<file path="config.mk">
export PLATFORM = sky130hd
export DESIGN_NAME = mux_rr_arbiter
export DESIGN_NICKNAME = d
export VERILOG_FILES = /design/src/rtl/mux_rr_arbiter.sv
export SDC_FILE = /design/constraint.sdc
export NUM_CORES = 1
export LEC_CHECK = 0
export ABC_CLOCK_PERIOD_IN_PS = 2050
export CAP_MARGIN = 25
export CORE_MARGIN = 4
export CORE_UTILIZATION = 34
export CTS_CLUSTER_SIZE = 25
export DETAILED_ROUTE_END_ITERATION = 8
export HOLD_SLACK_MARGIN = 0.03
export PLACE_DENSITY = 0.74
export SYNTH_ARGS = -nofsm -noshare
export SYNTH_HDL_FRONTEND = slang
export SYNTH_SLANG_ARGS = --single-unit
export TNS_END_PERCENT = 5
</file>
<file path="constraint.sdc">
create_clock -name clk -period 2.05 [get_ports clk]
set_clock_uncertainty 0.1 [all_clocks]
set_input_delay 0.205 -clock clk [delete_from_list [all_inputs] [get_ports clk]]
set_output_delay 0.205 -clock clk [all_outputs]
set_load 0.02 [all_outputs]
</file>
<file path="src/rtl/mux_rr_arbiter.sv">
// Round-robin arbiter steering N_REQ valid/ready channels through one shared mux into a registered output stage.
// Latency 1 cycle from accept to out_valid; 1 word/cycle sustained. Backpressure: out_ready low holds the stage and drops every in_ready.
// Optional MUX_RR_ARBITER_LOCK_EN adds in_lock so a locked requester keeps priority while it stays valid.
module mux_rr_arbiter #(
    parameter  int N_REQ = 4,
    parameter  int WIDTH = 8,
    localparam int ID_W  = $clog2(N_REQ)
) (
    input  logic                   clk,
    input  logic                   rst_n,
    input  logic [N_REQ-1:0]       in_valid,
    output logic [N_REQ-1:0]       in_ready,
    input  logic [N_REQ*WIDTH-1:0] in_data,
`ifdef MUX_RR_ARBITER_LOCK_EN
    input  logic [N_REQ-1:0]       in_lock,
`endif
    output logic                   out_valid,
    input  logic                   out_ready,
    output logic [WIDTH-1:0]       out_data,
    output logic [ID_W-1:0]        out_id
);

    logic             out_valid_q, out_valid_d;
    logic [WIDTH-1:0] out_data_q, out_data_d;
    logic [ID_W-1:0]  out_id_q, out_id_d;
    logic [ID_W-1:0]  ptr_q, ptr_d;

    logic             load_ok;
    logic             gnt_vld;
    logic             xfer;
    logic [ID_W-1:0]  sel;

    assign load_ok = !out_valid_q || out_ready;

    // Scan from the far end back towards ptr so the nearest valid index wins.
    always_comb begin
        int j;
        j       = 0;
        sel     = '0;
        gnt_vld = 1'b0;
        for (int k = N_REQ - 1; k >= 0; k--) begin
            j = int'(ptr_q) + k;
            if (j >= N_REQ) begin
                j = j - N_REQ;
            end
            if (in_valid[j]) begin
                sel     = ID_W'(j);
                gnt_vld = 1'b1;
            end
        end
    end

    // rst_n gating keeps in_ready low while the output stage is held in reset.
    assign xfer = load_ok && gnt_vld && rst_n;

    always_comb begin
        in_ready      = '0;
        in_ready[sel] = xfer;
    end

    always_comb begin
        out_valid_d = out_valid_q;
        out_data_d  = out_data_q;
        out_id_d    = out_id_q;
        ptr_d       = ptr_q;
        if (xfer) begin
            out_valid_d = 1'b1;
            out_data_d  = in_data[int'(sel)*WIDTH +: WIDTH];
            out_id_d    = sel;
            ptr_d       = (sel == ID_W'(N_REQ - 1)) ? '0 : sel + 1'b1;
`ifdef MUX_RR_ARBITER_LOCK_EN
            if (in_lock[sel]) begin
                ptr_d = sel;
            end
`endif
        end else if (out_ready) begin
            out_valid_d = 1'b0;
        end
    end

    always_ff @(posedge clk or negedge rst_n) begin
        if (!rst_n) begin
            out_valid_q <= 1'b0;
            out_data_q  <= '0;
            out_id_q    <= '0;
            ptr_q       <= '0;
        end else begin
            out_valid_q <= out_valid_d;
            out_data_q  <= out_data_d;
            out_id_q    <= out_id_d;
            ptr_q       <= ptr_d;
        end
    end

    assign out_valid = out_valid_q;
    assign out_data  = out_data_q;
    assign out_id    = out_id_q;

endmodule

</file>
-- After elaboration in Yosys (flattened, before gate mapping)
Index checks and enable logic that the tools add are counted.
- register bits: 13
- word-level logic and storage cells: 60
- shifts and indexed selects: 1
- add/subtract/negate cells: 8
- $lt $le $gt $ge: 10
- reductions and logical operators: 6
- bitwise logic cells: 1
- equality and inequality tests: 1
- muxes and demuxes: 29
- operator list (operator ; count):
    < comparator 32 x 4 -> 1 bit, second input constant ; 4
    2-to-1 mux 32 bit ; 4
    indexed part select 32 x 6 -> 8 bit ; 1
    2-to-1 mux 1 bit ; 15
    subtractor 3 x 3 -> 4 bit, second input constant ; 3
    2-to-1 mux 2 bit ; 5
    greater-or-equal comparator 3 bit, second input constant ; 3
    binary-select mux 1 bit (select 2 bit) ; 4
    adder 2 x 2 -> 3 bit, second input constant ; 2
    AND 4 bit ; 1
    subtractor 2 x 3 -> 4 bit, second input constant ; 1
    adder 2 x 1 -> 3 bit, second input constant ; 1
    greater-or-equal comparator 2 x 3 -> 1 bit, second input constant ; 1
    logical AND 1 bit ; 3
    < comparator 2 x 3 -> 1 bit, second input constant ; 1
    adder 2 x 1 -> 2 bit, second input constant ; 1
    demux 1 bit (select 2 bit) ; 1
    equality test 2 bit, second input constant ; 1
    greater-or-equal comparator 2 x 1 -> 1 bit, second input constant ; 1
    nonzero test 2 bit ; 1
    logical NOT 1 bit ; 1
    logical OR 1 bit ; 1

-- Depth between registers and ports, before layout
- depth after elaboration: 15
- depth in mapped cells: 6
- depth with buffers taken out: 5

-- Worst setup path after synthesis
Ideal clock, no wire load.
- kind: flip-flop to output port
- from: register ptr_q[1]
- to: output in_ready[2]
- arrival time: 1.595 ns
- buffers on the path: 1
- data required time: 1.745 ns
- path slack: 0.150 ns
- cell stages (with the launch flop): 6
- cell sequence: dfrtp_1 nand2b_1 a21oi_4 nor2_8 buf_12 nor3_1
- word-level cells in the longest chain between the ends: 15
- elaborated cells on any way between the ends: 43
- those cells by class: 7 x add/sub; 6 x order compare; 26 x mux; 1 x bitwise; 3 x reduce/logical
- RTL lines (what ; RTL line ; text):
    from (decl) ; 26 ; logic [ID_W-1:0] ptr_q, ptr_d;
    from (signal assigned) ; 91 ; ptr_q <= ptr_d;
    adder 2 x 2 -> 3 bit ; 42 ; j = int'(ptr_q) + k;
    subtractor 3 x 3 -> 4 bit / greater-or-equal comparator 3 bit (equally long branches) ; 44, 43 ;
    2-to-1 mux 32 bit ; 43 ; if (j >= N_REQ) begin
    binary-select mux 1 bit (select 2 bit) ; 46 ; if (in_valid[j]) begin
    2-to-1 mux 1 bit (not written as such) (2 in series) ; 46 ;
    2-to-1 mux 2 bit (4 in series) ; 46 ;
    < comparator 2 x 3 -> 1 bit (not written as such) / greater-or-equal comparator 2 x 1 -> 1 bit (equally long branches) ; 58 ; in_ready[sel] = xfer;
    logical AND 1 bit (not written as such) ; 58 ;
    2-to-1 mux 1 bit (not written as such) ; 58 ;
    demux 1 bit (select 2 bit) ; 58 ;
    AND 4 bit (no line) * ; - ;
    to (decl) ; 12 ; output logic [N_REQ-1:0] in_ready,
Mark *: on every way between the ends. The rest lies on a longest branch, timed or not. The select of a mux whose other input is x is not followed.

-- Worst setup path in the final report
- from: register ptr_q[1]
- to: output in_ready[1]
The elaborated chain is that of the path after synthesis.

==> flow_metrics.tcl <==
set metrics [dict create \
    cp_slowest_cell "dfrtp_1" \
    area_growth_pct 81.06 \
    yosys.area_share.simple_pct 22.34 \
    die_width_um 59.97 \
    max_freq_ghz 0.5128 \
    diodes 0 \
    finalCritPeriodShare_pct 95.13 \
    cts_tree "done" \
    postCtsHoldBufs 0 \
    syn_area_per_cell_um2 9.277 \
    start_util_pct 36.41 \
    synthTopCellsByArea "dfrtp_1 35%, mux2i_1 8.7%, a211o_1 7.6%" \
    root_buffer "clkbuf_4" \
    slew_violations 0 \
    cellPowerDensity_nw_per_um2 974.4 \
    viasPerCell 5.283 \
    vdd_drop_max_mv 0.6485 \
    die_h_um 59.97 \
    synth_compound_area_share_pct 28.75 \
    io_buffers 53 \
    synth_top_family_by_area "compound AO/OA/AOI/OAI gates" \
    ys_seq_elements 13 \
    clkTransAtPathRegs_ps 90 \
    drt-initial-drc-count 29 \
    cts_buffer_depth 2 \
    dr.pass1.iters 4 \
    tightest_slew_ps 242.9 \
    grtUsageTotal_pct 19.16 \
    fill_cells 215 \
    grt_antenna_before_repair 0 \
    nNetsFinal 215 \
    utilization_pct 65.92 \
    cts.sinks 13 \
    grt_pass1_wl_um 5133 \
    postSynthCellCount 99 \
    path_max_fanout 6 \
    critPathRequiredTime_ps 1750 \
    cap_violations 0 \
    worstSetupEndpointType "output port" \
    dp_cells 200 \
    yosysTopAreaCell "dfrtp_1" \
    hold_viol 0 \
    path_cells "and3b_1, a31o_4, nor2_8, and3_2, buf_2" \
    gp_congestion 0.8065 \
    syn_nets 138 \
    routed_wl_um 3181 \
    slew_headroom_pct 83.76 \
    vias 1083 \
    muxShareOfSynthArea_pct 8.719 \
    fin_tns_setup_ps 0 \
    drc 0 \
    grt_pass1_vias 1151 \
    drive_above_1_share_pct 25.14 \
    finalCriticalPeriod_ps 1950 \
    synth_area_um2 918.4 \
    rsz0062_at_grt "no" \
    ant_nets 0 \
    seq_area_frac_synth_pct 35.42 \
    hold_class "input port to asynchronous set/reset pin" \
    finalNonFillerCells 205 \
    gr-total-overflow 0 \
    rows 18 \
    dieArea_um2 3596 \
    core_um2 2522 \
    synth_xor_area_share_pct 0.9537 \
    insertion_delay_ps 270 \
    synth_adder_area_share_pct 0 \
    cts_made_buffers 3 \
    pin_count 54 \
    worstSetupStartpointType "flip-flop" \
    arrival_ps 1650 \
    yosysTopAreaCellShare_pct 35.42 \
    yosysUniqueCellTypes 26 \
    wl_per_cell_um 15.52 \
    grt_max_degree 22 \
    htreeDepth 1 \
    ys_warn_count 0 \
    max_stage_delay_ps 430 \
    path_class "flip-flop to output port" \
    setup_viol 0 \
    status "finished, final reports clean" \
    p_leak_nw 0.7151 \
    dp_hpwl_um 2565 \
]
[power breakdown]
group / switching, mW / internal [mW] / leakage (nW)
clock: 0.0852 / 0.0752 / 0.0150
sequential: 0.0721 / 0.356 / 0.158
combinational: 0.500 / 0.532 / 0.543
total: 0.657 / 0.963 / 0.715
[placed cells by master, fill, tap and decap left out, drive strengths merged]
cell type and count:
a21oi 1, nor3 1, a211o 8, a31oi 1, and3b 1, o21a 1, nor2 5, a21o 1
and3 2, buf 27, clkdlybuf4s50 49, nand2 18, nand2b 4, o21ai 10, mux2i 8, o211ai 8
a31o 1, clkbuf 4, o2bb2ai 1, o22ai 1, xor2 1, nand3 9, dfrtp 13
[sequential cells by signal, summed over array words and instances, names as in the netlist]
name	count
out_data	8
ptr_q	2
out_valid	1
out_id	2
[cell families (layout without fill, tap and decap cells)]
logic type | Yosys count | after routing
mux | 8 | 8
buf+inv | 4 | 80
xor+xnor | 1 | 1
flops | 13 | 13
simple gates | 40 | 40
compound gates | 33 | 33
[through the flow]
step                setup WS [ps]  hold slack [ps]  cell area (um2)  total power [mW]
global route                4.629            278.0             1663             1.726
detailed placement         -358.3            381.8             1617             1.427
global placement           -282.8            361.5             1617             1.402
CTS                         15.55            258.3             1655             1.614
floorplan                   150.2           -190.6            918.4            0.9598
finish                      99.83            263.7             1663             1.620
[area by class of cell]
class                      instances  area, um2  share of cell area (%)
timing repair buffer              76      685.7                   41.23
multi-input combinational         82      586.8                   35.29
sequential                        13      326.6                   19.64
tap                               30      37.54                   2.257
clock buffer                       4      26.28                   1.580
[path summary, 6_finish.rpt]
kind | slack [ps] | depth (start not counted) | to | startpoint
max | 100 | 5 | in_ready[1] | ptr_q[1]
min | 260 | 3 | out_data[3] | rst_n
max reg2reg | 180 | 7 | out_data[1] | ptr_q[1]
min reg2reg | 400 | 2 | out_id[0] | out_id[0]
max in group asynchronous | 1400 | 3 | ptr_q[0] | rst_n
min in group clk | 400 | 2 | out_id[0] | out_id[0]
[worst max-delay path: cells and delay by family (launching register included)]
family / cells / cell delay (ps)
AND/OR/NAND/NOR: 3 / 550
flip-flops: 1 / 430
AO/OA/AOI/OAI: 1 / 240
buffers and inverters: 1 / 150
[repair_timing]
item	in CTS	in global routing
endpoints found under the hold margin	0	0
gates cloned	0	0
setup endpoints to repair	4	3
pin swaps	1	1
setup buffers	0	1
resized for setup	19	5
[per-layer routing]
layer	wire [um]	global-route usage, %
met3	215	4.104
met2	1630	31.02
met5	0	0
met4	45	9.494
met1	1289	23.85
[synth_stat cells]
cell type	count
a31oi_2	1
buf_12	1
a21oi_4	1
dfrtp_1	13
buf_4	1
o21ai_0	10
o211ai_1	8
nand2b_1	4
o21a_1	1
nor2_1	4
nand2_1	16
nand3_1	9
a211o_1	8
o2bb2ai_1	1
and3_2	1
and3b_1	1
nor2_8	1
and3_1	1
mux2i_1	8
a31o_4	1
clkbuf_1	2
a21o_2	1
xor2_1	1
nor3_1	1
nand2_2	2
o22ai_2	1
No activity file was read; power rests on OpenSTA's default activity.
